$ cat src/rtl/fetch_queue.sv
// Instruction-fetch front end: PC generator, handshaked imem port and a DEPTH-entry
// prefetch ring whose slots are allocated at issue, filled on response and freed on pop.
module fetch_queue #(
  parameter int              INSTR_W  = 16,
  parameter int              PC_W     = 32,
  parameter int              DEPTH    = 4,
  parameter int              PC_STEP  = 1,
  parameter logic [PC_W-1:0] RESET_PC = '0
) (
  input  logic               clk,
  input  logic               reset_n,
  input  logic               freeze,
  input  logic               update_pc,
  input  logic [PC_W-1:0]    pc_new,
  output logic               imem_req,
  output logic [PC_W-1:0]    imem_addr,
  input  logic               imem_gnt,
  input  logic               imem_rvalid,
  input  logic [INSTR_W-1:0] imem_rdata,
  output logic               out_valid,
  output logic [INSTR_W-1:0] data,
  output logic [PC_W-1:0]    pc
);

  localparam int AW = $clog2(DEPTH);
  localparam int CW = $clog2(DEPTH + 1);

  logic [PC_W-1:0]    fetch_pc;
  logic [AW-1:0]      head_ptr, alloc_ptr, fill_ptr;
  logic [CW-1:0]      alloc_cnt, pend_cnt, drop_cnt;
  logic [DEPTH-1:0]   filled, filled_next;
  logic [INSTR_W-1:0] data_mem [DEPTH];
  logic [PC_W-1:0]    pc_mem   [DEPTH];

  logic [CW:0]   inflight, redir_sum, redir_adj;
  logic          issue, resp_drop, resp_fill, head_ok, pop;

  // Slots owed to the memory (allocated or awaiting a discarded response) bound new requests.
  assign inflight  = {1'b0, alloc_cnt} + {1'b0, drop_cnt};
  assign imem_req  = reset_n & ~update_pc & (inflight < (CW+1)'(DEPTH));
  assign imem_addr = fetch_pc;
  assign issue     = imem_req & imem_gnt;

  assign resp_drop = imem_rvalid & (drop_cnt != '0);
  assign resp_fill = imem_rvalid & (drop_cnt == '0) & (pend_cnt != '0);

  assign head_ok   = (alloc_cnt != '0);
  assign out_valid = head_ok & filled[head_ptr] & ~update_pc;
  assign pop       = out_valid & ~freeze;
  assign data      = head_ok ? data_mem[head_ptr] : '0;
  assign pc        = head_ok ? pc_mem[head_ptr]   : '0;

  // On redirect every unfilled slot becomes a response to throw away, less the one arriving now.
  assign redir_sum = {1'b0, drop_cnt} + {1'b0, pend_cnt};
  assign redir_adj = (imem_rvalid && redir_sum != '0) ? redir_sum - 1'b1 : redir_sum;

  always_comb begin
    filled_next = filled;
    if (issue)     filled_next[alloc_ptr] = 1'b0;
    if (pop)       filled_next[head_ptr]  = 1'b0;
    if (resp_fill) filled_next[fill_ptr]  = 1'b1;
  end

  always_ff @(posedge clk or negedge reset_n) begin
    if (!reset_n) begin
      fetch_pc  <= RESET_PC;
      head_ptr  <= '0;
      alloc_ptr <= '0;
      fill_ptr  <= '0;
      alloc_cnt <= '0;
      pend_cnt  <= '0;
      drop_cnt  <= '0;
      filled    <= '0;
    end else if (update_pc) begin
      fetch_pc  <= pc_new;
      head_ptr  <= '0;
      alloc_ptr <= '0;
      fill_ptr  <= '0;
      alloc_cnt <= '0;
      pend_cnt  <= '0;
      drop_cnt  <= redir_adj[CW-1:0];
      filled    <= '0;
    end else begin
      if (issue) begin
        fetch_pc  <= fetch_pc + PC_W'(PC_STEP);
        alloc_ptr <= alloc_ptr + AW'(1);
      end
      if (resp_fill) fill_ptr <= fill_ptr + AW'(1);
      if (pop)       head_ptr <= head_ptr + AW'(1);
      if (resp_drop) drop_cnt <= drop_cnt - CW'(1);
      alloc_cnt <= alloc_cnt + CW'(issue) - CW'(pop);
      pend_cnt  <= pend_cnt + CW'(issue) - CW'(resp_fill);
      filled    <= filled_next;
    end
  end

  // Payload storage carries no reset; the slot state above decides what is visible.
  always_ff @(posedge clk) begin
    if (issue)     pc_mem[alloc_ptr]  <= fetch_pc;
    if (resp_fill) data_mem[fill_ptr] <= imem_rdata;
  end

endmodule
$ cat config.mk
export PLATFORM = sky130hd
export DESIGN_NAME = fetch_queue
export DESIGN_NICKNAME = d
export VERILOG_FILES = /design/src/rtl/fetch_queue.sv
export SDC_FILE = /design/constraint.sdc
export NUM_CORES = 1
export LEC_CHECK = 0
export ABC_AREA = 1
export CORE_AREA = 2 2 153 155
export DETAILED_ROUTE_END_ITERATION = 12
export DIE_AREA = 0 0 155 157
export PLACE_DENSITY = 0.71
export SYNTH_ARGS = -nofsm -noshare
export SYNTH_HDL_FRONTEND = slang
export SYNTH_SLANG_ARGS = --single-unit
$ cat constraint.sdc
create_clock -name clk -period 5.39 [get_ports clk]
set_input_delay 0.539 -clock clk [delete_from_list [all_inputs] [get_ports clk]]
set_output_delay 0.539 -clock clk [all_outputs]
set_load 0.005 [all_outputs]
Word-level counts from Yosys, hierarchy flattened
Memory sizes are Yosys's and may differ from the RTL's.
Index checks and enable logic that the tools add are counted.
Word-level totals
  register bits after elaboration: 51
  bits in writable memories: 192
  bits of input ports: 54
  output and inout bits: 82
  memories: 2
Cells by class
  $add $sub $neg: 12
  $lt $le $gt $ge: 7
  muxes and demuxes: 31
  bitwise operators: 16
  reduce and logical (&&, ||, !) cells: 13
Memories
  pc_mem: words 4, bits a word 32, read ports 1, clocked after Yosys merged registers in 0, write ports 1, RTL line 33  | logic [PC_W-1:0] pc_mem [DEPTH];
  data_mem: words 4, bits a word 16, read ports 1, clocked after Yosys merged registers in 0, write ports 1, RTL line 32  | logic [INSTR_W-1:0] data_mem [DEPTH];
Operator list (count)
  2-to-1 mux 32 bit: 3
  adder 32 x 1 -> 32 bit (second input constant): 1
  2-to-1 mux 16 bit: 1
  2-to-1 mux 4 bit: 4
  2-to-1 mux 3 bit: 5
  2-to-1 mux 2 bit: 6
  AND 1 bit: 9
  < comparator 2 x 3 -> 1 bit (second input constant): 3
  nonzero test 3 bit: 3
  adder 3 x 3 -> 4 bit: 2
  AND 4 bit: 2
  2-to-1 mux 1 bit: 8
  NOT 4 bit: 2
  nonzero test 2 bit: 4
  adder 2 x 1 -> 2 bit (second input constant): 3
  adder 3 x 1 -> 3 bit: 2
  demux 1 bit (select 2 bit): 3
  >= comparator 2 x 1 -> 1 bit (second input constant): 3
  subtractor 3 x 1 -> 3 bit: 2
  subtractor 3 x 1 -> 3 bit (second input constant): 2
  logical AND 1 bit: 4
  < comparator 4 x 3 -> 1 bit (second input constant): 1
  bitwise OR 4 bit: 1
  nonzero test 4 bit: 1
  other kinds (3): 4

Longest topological paths before layout
Gate-level depths: netlist of run 1.
  depth after elaboration: 12
  mapped depth: 12
  mapped depth without buffers: 12

Worst setup path after synthesis of run 1
No wires, ideal clock.
  path kind: reg-to-reg
  from: reg alloc_cnt[1]
  to: mem pc_mem[3][0] (enable)
  library setup time: 0.421 ns
  data arrival time: 2.672 ns
  required time: 4.969 ns
  slack: 2.297 ns
  cell stages (with the launch flop): 8
  buffers on the path: 1
  cells stage by stage: dfrtp_1 ha_1 nand3_1 nand2_1 nor2_8 nand2_4 buf_2 nor2_1
Between the ends
  word-level cells in the longest chain between the ends: 6
Ends and longest elaborated chain
  from (decl): RTL line 30  | logic [CW-1:0] alloc_cnt, pend_cnt, drop_cnt;
  from (signal assigned): RTL line 91  | alloc_cnt <= alloc_cnt + CW'(issue) - CW'(pop);
  adder 3 x 3 -> 4 bit: RTL line 39  | assign inflight = {1'b0, alloc_cnt} + {1'b0, drop_cnt};
  < comparator 4 x 3 -> 1 bit: RTL line 40  | assign imem_req = reset_n & ~update_pc & (inflight < (CW+1)'(DEPTH));
  AND 1 bit: RTL line 40
  named net imem_req: RTL line 15  | output logic imem_req,
  AND 1 bit: RTL line 42  | assign issue = imem_req & imem_gnt;
  2-to-1 mux 1 bit: RTL line 99  | if (issue) pc_mem[alloc_ptr] <= fetch_pc;
  2-to-1 mux 1 bit (not written as such): RTL line 99
  to (decl): RTL line 33
The timed path passes the listed nets, and every way through them passes these cells.

Worst setup path after layout of run 1
  from: reg head_ptr[0]
  to: out pc[7]
Between the ends
  word-level cells in the longest chain between the ends: 2
Ends and longest elaborated chain
  from (decl): RTL line 29  | logic [AW-1:0] head_ptr, alloc_ptr, fill_ptr;
  from (signal assigned): RTL line 89  | if (pop) head_ptr <= head_ptr + AW'(1);
  memory (4 x 32 bit)
  2-to-1 mux 32 bit: RTL line 51  | assign pc = head_ok ? pc_mem[head_ptr] : '0;
  to (decl): RTL line 22  | output logic [PC_W-1:0] pc
No other way between the ends.

==> impl_metrics.csv, run 1 <==
group,metric,value,unit
logic_synthesis,synth_common_cells,"249 x nor2_1, 201 x nand2_1, 192 x edfxtp_1",
detailed_routing,wl,26.1,mm
clocking,post-cts-setup-buffers,0,
critical_path,reg2reg_depth,11,
logic_synthesis,synth_most_common_cell,"nor2_1",
critical_path,r2r-start,"head_ptr[0]",
final_layout,design_area,13600,um^2
detailed_routing,num_vias,8228,
detailed_routing,drt_pass1_iterations,5,
worst_hold_path,hold_class,"in2async",
clocking,ctsHoldBuffers,0,
clocking,cts_resized,0,
job,drv_cap,0,
timing,rsz0062_at_grt,"no",
clocking,clkLatencyLatePin,0.52,ns
die,chipWidth,155,um
critical_path,worstSetupStartpointType,"flip-flop",
detailed_routing,routed_via_density,5.34,
global_route,grt_antenna_before_repair,0,
critical_path,path_cells,"inv_2, buf_4, o21ai_0, a21oi_1, clkdlybuf4s50_1",
placed_design,place_hpwl,16.5,mm
logic_synthesis,ys_seq_area_frac,0.629,
logic_synthesis,synth_edf_count,192,
die,initial_core_util,0.497,
logic_synthesis,synth_seq_cells,243,
final_layout,antennaDiodeCount,0,
logic_synthesis,syn-instance-count,1115,
critical_path,r2r-end,"alloc_cnt[2]",
clocking,path_clk_slew,0.06,ns
logic_synthesis,synth_fp_nets,1195,
critical_path,r2r_slack,2.41,ns
timing,post-route-period-util,0.673,
die,io_pins,136,
timing,fmax,0.276,GHz
logic_synthesis,netlist_area,11200,um^2
final_layout,fin_util,0.603,
clocking,h-tree-depth,1,
critical_path,cp-end-kind,"output pin",
power,intPower,3.48,mW
detailed_routing,drc,0,
global_route,grt_pass1_wl,41.4,mm
die,fp.dieArea,24300,um^2
die,fp.dieH,157,um
timing,whs,0.261,ns
global_route,grt_pass1_vias,7673,
timing,relSlewSlack,0.239,
logic_synthesis,synth_top_area_frac,0.515,
final_layout,final_nets,1319,
clocking,cts_buffers,25,
global_route,grt_start_max_net_pins,104,
timing,setup_tns,0,ns
placed_design,place_area,12700,um^2
critical_path,path_max_fanout,69,
die,placementRows,55,
logic_synthesis,ys.flop_type,"edfxtp_1",
critical_path,path_class,"reg2out",
critical_path,crit_slowest_cell,"inv_2",
placed_design,place_congestion,0.880,
clocking,cts_max_path_buffers,3,
power,finalPower,4.58,mW
clocking,clock-sinks,243,
critical_path,cpPeakStageDelay,0.73,ns
critical_path,worst_ep_arrival_time,3.09,ns
power,peakVddDrop,177,uV
timing,fin_worst_skew,0.0114,ns
detailed_routing,drt_iter0_drc,609,
power,power.leakage,5.16,nW
die,core,22500,um^2
power,pwr-share-comb,0.115,
critical_path,cp.required,4.85,ns
logic_synthesis,synth_cell_type_count,37,
outcome,status,"finished, final reports clean",
power,swShare,0.240,
clocking,cts_tree,"yes",
timing,finalHoldViolCount,0,
power,p_seq_frac,0.495,
timing,tightest_slew,1.14,ns
final_layout,syn2layout_area_growth,21.3,%
power,switchingPower,1.10,mW
detailed_routing,ant_nets,0,
logic_synthesis,syn_avg_cell_area,10.0,um^2
logic_synthesis,synthTopCellsByArea,"edfxtp_1 52%, dfrtp_1 11%, nor2_1 8.4%, nand2_1 6.7%, o21ai_0 4.7%",
timing,setup_violations,0,
timing,min_period,3.62,ns
timing,slew_violations,0,
global_route,grt_usage,0.217,
logic_synthesis,yosysTopAreaCell,"edfxtp_1",
placed_design,numPortBuffers,135,
global_route,overflow,0,
logic_synthesis,async_flop_share,0.210,
power,power_density,338,nW/um^2
detailed_routing,routedWlPerCell,16.9,um
logic_synthesis,yosysWarningCount,0,
clocking,cts-root-buf,"clkbuf_16",
power,clockPowerShare,0.390,
final_layout,drive_gt1_frac,0.0565,
==> state kept, by name, indices dropped and copies added (netlist names) <==
signal / flops
data_mem: 64
drop_cnt: 3
filled: 4
head_ptr: 2
alloc_cnt: 3
pend_cnt: 3
pc_mem: 128
imem_addr: 32
fill_ptr: 2
alloc_ptr: 2
==> power by group through the flow <==
| stage | Combinational (mW) | Clock (mW) | Sequential [mW] |
|---|---|---|---|
| final | 0.525 | 1.79 | 2.27 |
| after global routing | 0.593 | 1.88 | 2.28 |
| after CTS | 0.532 | 1.81 | 2.27 |
| after detailed placement | 0.529 | 0 | 2.30 |
| after global placement | 0.515 | 0 | 2.30 |
| after floorplan | 0.290 | 0 | 2.25 |
==> worst max-delay path by stage <==
stage	start	end	slack [ns]	cells past startpoint
finish	head_ptr[0]	pc[7]	1.77	5
global route	head_ptr[0]	pc[7]	1.54	5
CTS	head_ptr[0]	pc[4]	1.70	5
detailed placement	update_pc	pend_cnt[1]	2.13	10
global placement	update_pc	alloc_cnt[1]	2.17	10
floorplan	alloc_cnt[1]	pc_mem[3][0]	2.30	7
==> cells by family (layout without fill, tap and decap cells) <==
family | after synthesis | count (layout) | share of synthesized area
AND/OR/NAND/NOR | 545 | 545 | 0.203
XOR/XNOR | 16 | 16 | 0.0125
adder cells (fa/ha/maj) | 26 | 26 | 0.0311
flip-flops | 243 | 243 | 0.629
buffers and inverters | 111 | 253 | 0.0441
AO/OA/AOI/OAI | 174 | 174 | 0.0801
==> layer usage <==
| metal | wire (um) | GRT usage | vias up |
|---|---|---|---|
| li1 | - | - | 4010 |
| met1 | 11400 | 0.314 | 3869 |
| met2 | 12000 | 0.350 | 301 |
| met3 | 2080 | 0.0275 | 48 |
| met4 | 506 | 0.0560 | 0 |
| met5 | 0 | 0 | - |
==> through the flow <==
stage,setup slack [ns],std cells
final,1.77,1542
after CTS,1.70,1542
after detailed placement,2.13,1497
after global routing,1.54,1542
after floorplan,2.30,1115
after global placement,2.17,1497
==> layout by cell type, fill, tap and decap left out, drive strengths merged, types with 3 or more instances in the layout <==
| master | instances |
|---|---|
| nand4 | 6 |
| clkinv | 7 |
| dfrtp | 51 |
| bufinv | 5 |
| o21ai | 108 |
| inv | 63 |
| nand3b | 9 |
| nand2 | 205 |
| nor3 | 3 |
| xnor2 | 6 |
| clkbuf | 31 |
| xor2 | 10 |
| nor2 | 253 |
| nand3 | 62 |
| ha | 23 |
| a21oi | 56 |
| clkdlybuf4s50 | 134 |
| o211ai | 7 |
| o21bai | 3 |
| edfxtp | 192 |
| or2 | 4 |
| fa | 3 |
| buf | 13 |
==> worst max-delay path: cells and delay by family (launching register included) <==
family | cells | cell delay, ns
buf+inv | 3 | 1.73
flops | 1 | 0.41
compound gates | 2 | 0.39
==> area by class of cell <==
cell class / count / area (um^2)
fillers: 1849 / 8920
clock buffers: 31 / 648
well taps: 285 / 357
inverters: 61 / 233
clock inverters: 14 / 203
flip-flops and latches: 243 / 7040
multi-input cells: 761 / 3660
repair buffers: 147 / 1440
(Power assumes the default switching activity.)
==> run 2: changes to the inputs <==
Settings changed: PLACE_DENSITY 0.71 to 0.74.
Clock period 5.39 ns to 3.3 ns, I/O delays scaled along.
==> run 2 against run 1 <==
  * Clock power grew 47%
  * Critical path depth is 1 higher
  * Via count rose by 1.0%
  * Critical path type unchanged
  * Die area stayed put
  * Final area is 0.27% lower
  * Utilization fell by 0.16 points
==> impl_metrics.csv, run 2 (synthesis gave the netlist of run 1 again) <==
group,metric,value,unit
final_layout,drive_gt1_frac,0.0594,
critical_path,r2r-start,"alloc_cnt[1]",
power,clockPowerShare,0.366,
power,swShare,0.246,
critical_path,path_max_fanout,31,
final_layout,antennaDiodeCount,0,
detailed_routing,drc,0,
power,intPower,5.44,mW
die,io_pins,136,
critical_path,worst_ep_arrival_time,2.71,ns
critical_path,r2r_slack,0.73,ns
final_layout,final_cell_mix,"248 x nor2_1, 201 x nand2_1, 192 x edfxtp_1",
final_layout,top_register,"pc_mem",
clocking,clock-sinks,243,
timing,rsz0062_at_grt,"no",
detailed_routing,wl,26.4,mm
critical_path,worstSetupStartpointType,"flip-flop",
critical_path,crit_family,"buffers and inverters",
clocking,clkLatencyLatePin,0.51,ns
power,power.leakage,5.14,nW
die,initial_core_util,0.497,
power,switchingPower,1.77,mW
detailed_routing,routedWlPerCell,17.1,um
clocking,cts_buffers,25,
placed_design,place_hpwl,17.4,mm
clocking,path_clk_slew,0.06,ns
worst_hold_path,hold_class,"in2async",
critical_path,path_cells,"buf_4, nor2_1, nor2_1, o21ai_0, a21oi_1, clkdlybuf4s50_1",
critical_path,path_class,"reg2out",
final_layout,syn2layout_area_growth,21.0,%
clocking,ctsHoldBuffers,0,
power,p_seq_frac,0.513,
die,core,22500,um^2
final_layout,mostFrequentLayoutCell,"nor2_1",
placed_design,place_congestion,0.871,
clocking,cts_max_path_buffers,3,
critical_path,cp_common_cell,"nor2_1",
final_layout,largest_reg_flops,128,
die,placementRows,55,
detailed_routing,num_vias,8314,
timing,relSlewSlack,0.498,
clocking,post-cts-setup-buffers,0,
outcome,status,"finished, final reports clean",
die,chipWidth,155,um
clocking,cts-root-buf,"clkbuf_16",
clocking,cts_resized,0,
critical_path,cp.required,2.97,ns
global_route,overflow,0,
timing,fin_worst_skew,0.0126,ns
global_route,grt_pass1_wl,41.8,mm
timing,setup_violations,0,
timing,fmax,0.329,GHz
power,peakVddDrop,307,uV
detailed_routing,ant_nets,0,
final_layout,final_nets,1325,
detailed_routing,drt_pass1_iterations,5,
critical_path,r2r-end,"alloc_cnt[2]",
detailed_routing,drt_iter0_drc,642,
timing,min_period,3.04,ns
timing,finalHoldViolCount,0,
critical_path,reg2reg_depth,10,
die,fp.dieArea,24300,um^2
timing,post-route-period-util,0.921,
timing,tightest_slew,0.752,ns
critical_path,crit_buf_inv,2,
global_route,grt_antenna_before_repair,0,
timing,slew_violations,0,
timing,setup_tns,0,ns
power,pwr-share-comb,0.121,
die,fp.dieH,157,um
global_route,grt_usage,0.218,
detailed_routing,routed_via_density,5.37,
clocking,h-tree-depth,1,
power,finalPower,7.22,mW
critical_path,cp-end-kind,"output pin",
job,drv_cap,0,
placed_design,numPortBuffers,135,
global_route,grt_pass1_vias,8000,
power,power_density,533,nW/um^2
global_route,grt_start_max_net_pins,52,
clocking,cts_tree,"yes",
critical_path,cpPeakStageDelay,0.62,ns
critical_path,crit_slowest_cell,"dfrtp_2",
## run 2: final cells by class
type                    instances  area, um^2
fillers                      1821        8960
flip-flops and latches        243        7040
multi-input cells             761        3660
repair buffers                153        1480
clock buffers                  29         641
well taps                     285         357
inverters                      61         233
clock inverters                15         129
## run 2: worst max path at each step
stage                       from      endpoint  slack (ns)  cells after the start
floorplan           alloc_cnt[1]  pc_mem[3][0]        0.21                      7
global placement       update_pc   pend_cnt[2]        0.66                     10
detailed placement     update_pc  alloc_cnt[2]        0.58                     10
CTS                  head_ptr[0]       data[4]        0.24                      6
global route         head_ptr[0]         pc[8]        0.07                      6
finish               head_ptr[0]         pc[8]        0.26                      6
## run 2: power groups by stage
stage	sequential (mW)	combinational, mW	clock (mW)
3_5_place_dp	3.76	0.878	0
5_1_grt	3.72	0.991	2.80
2_1_floorplan	3.67	0.474	0
4_1_cts	3.69	0.884	2.68
3_3_place_gp	3.75	0.850	0
6_report	3.70	0.872	2.64
## run 2: routing by layer
metal  track usage  vias to the layer above  share of wire
li1              -                     4027              -
met1         0.300                     3964           0.42
met2         0.374                      296           0.49
met3        0.0273                       27          0.075
met4        0.0503                        0          0.012
met5             0                        -              0
## run 2: stage by stage
step | setup slack (ns) | hold WS (ns) | instances | cell area (um^2) | util
2_1_floorplan | 0.207 | 0.0344 | 1115 | 11200 | -
3_3_place_gp | 0.658 | 0.572 | 1503 | 12800 | 0.568
3_5_place_dp | 0.582 | 0.587 | 1503 | 12800 | 0.568
4_1_cts | 0.236 | 0.130 | 1547 | 13500 | 0.602
5_1_grt | 0.0727 | 0.144 | 1547 | 13500 | 0.602
6_report | 0.262 | 0.0901 | 1547 | 13500 | 0.602
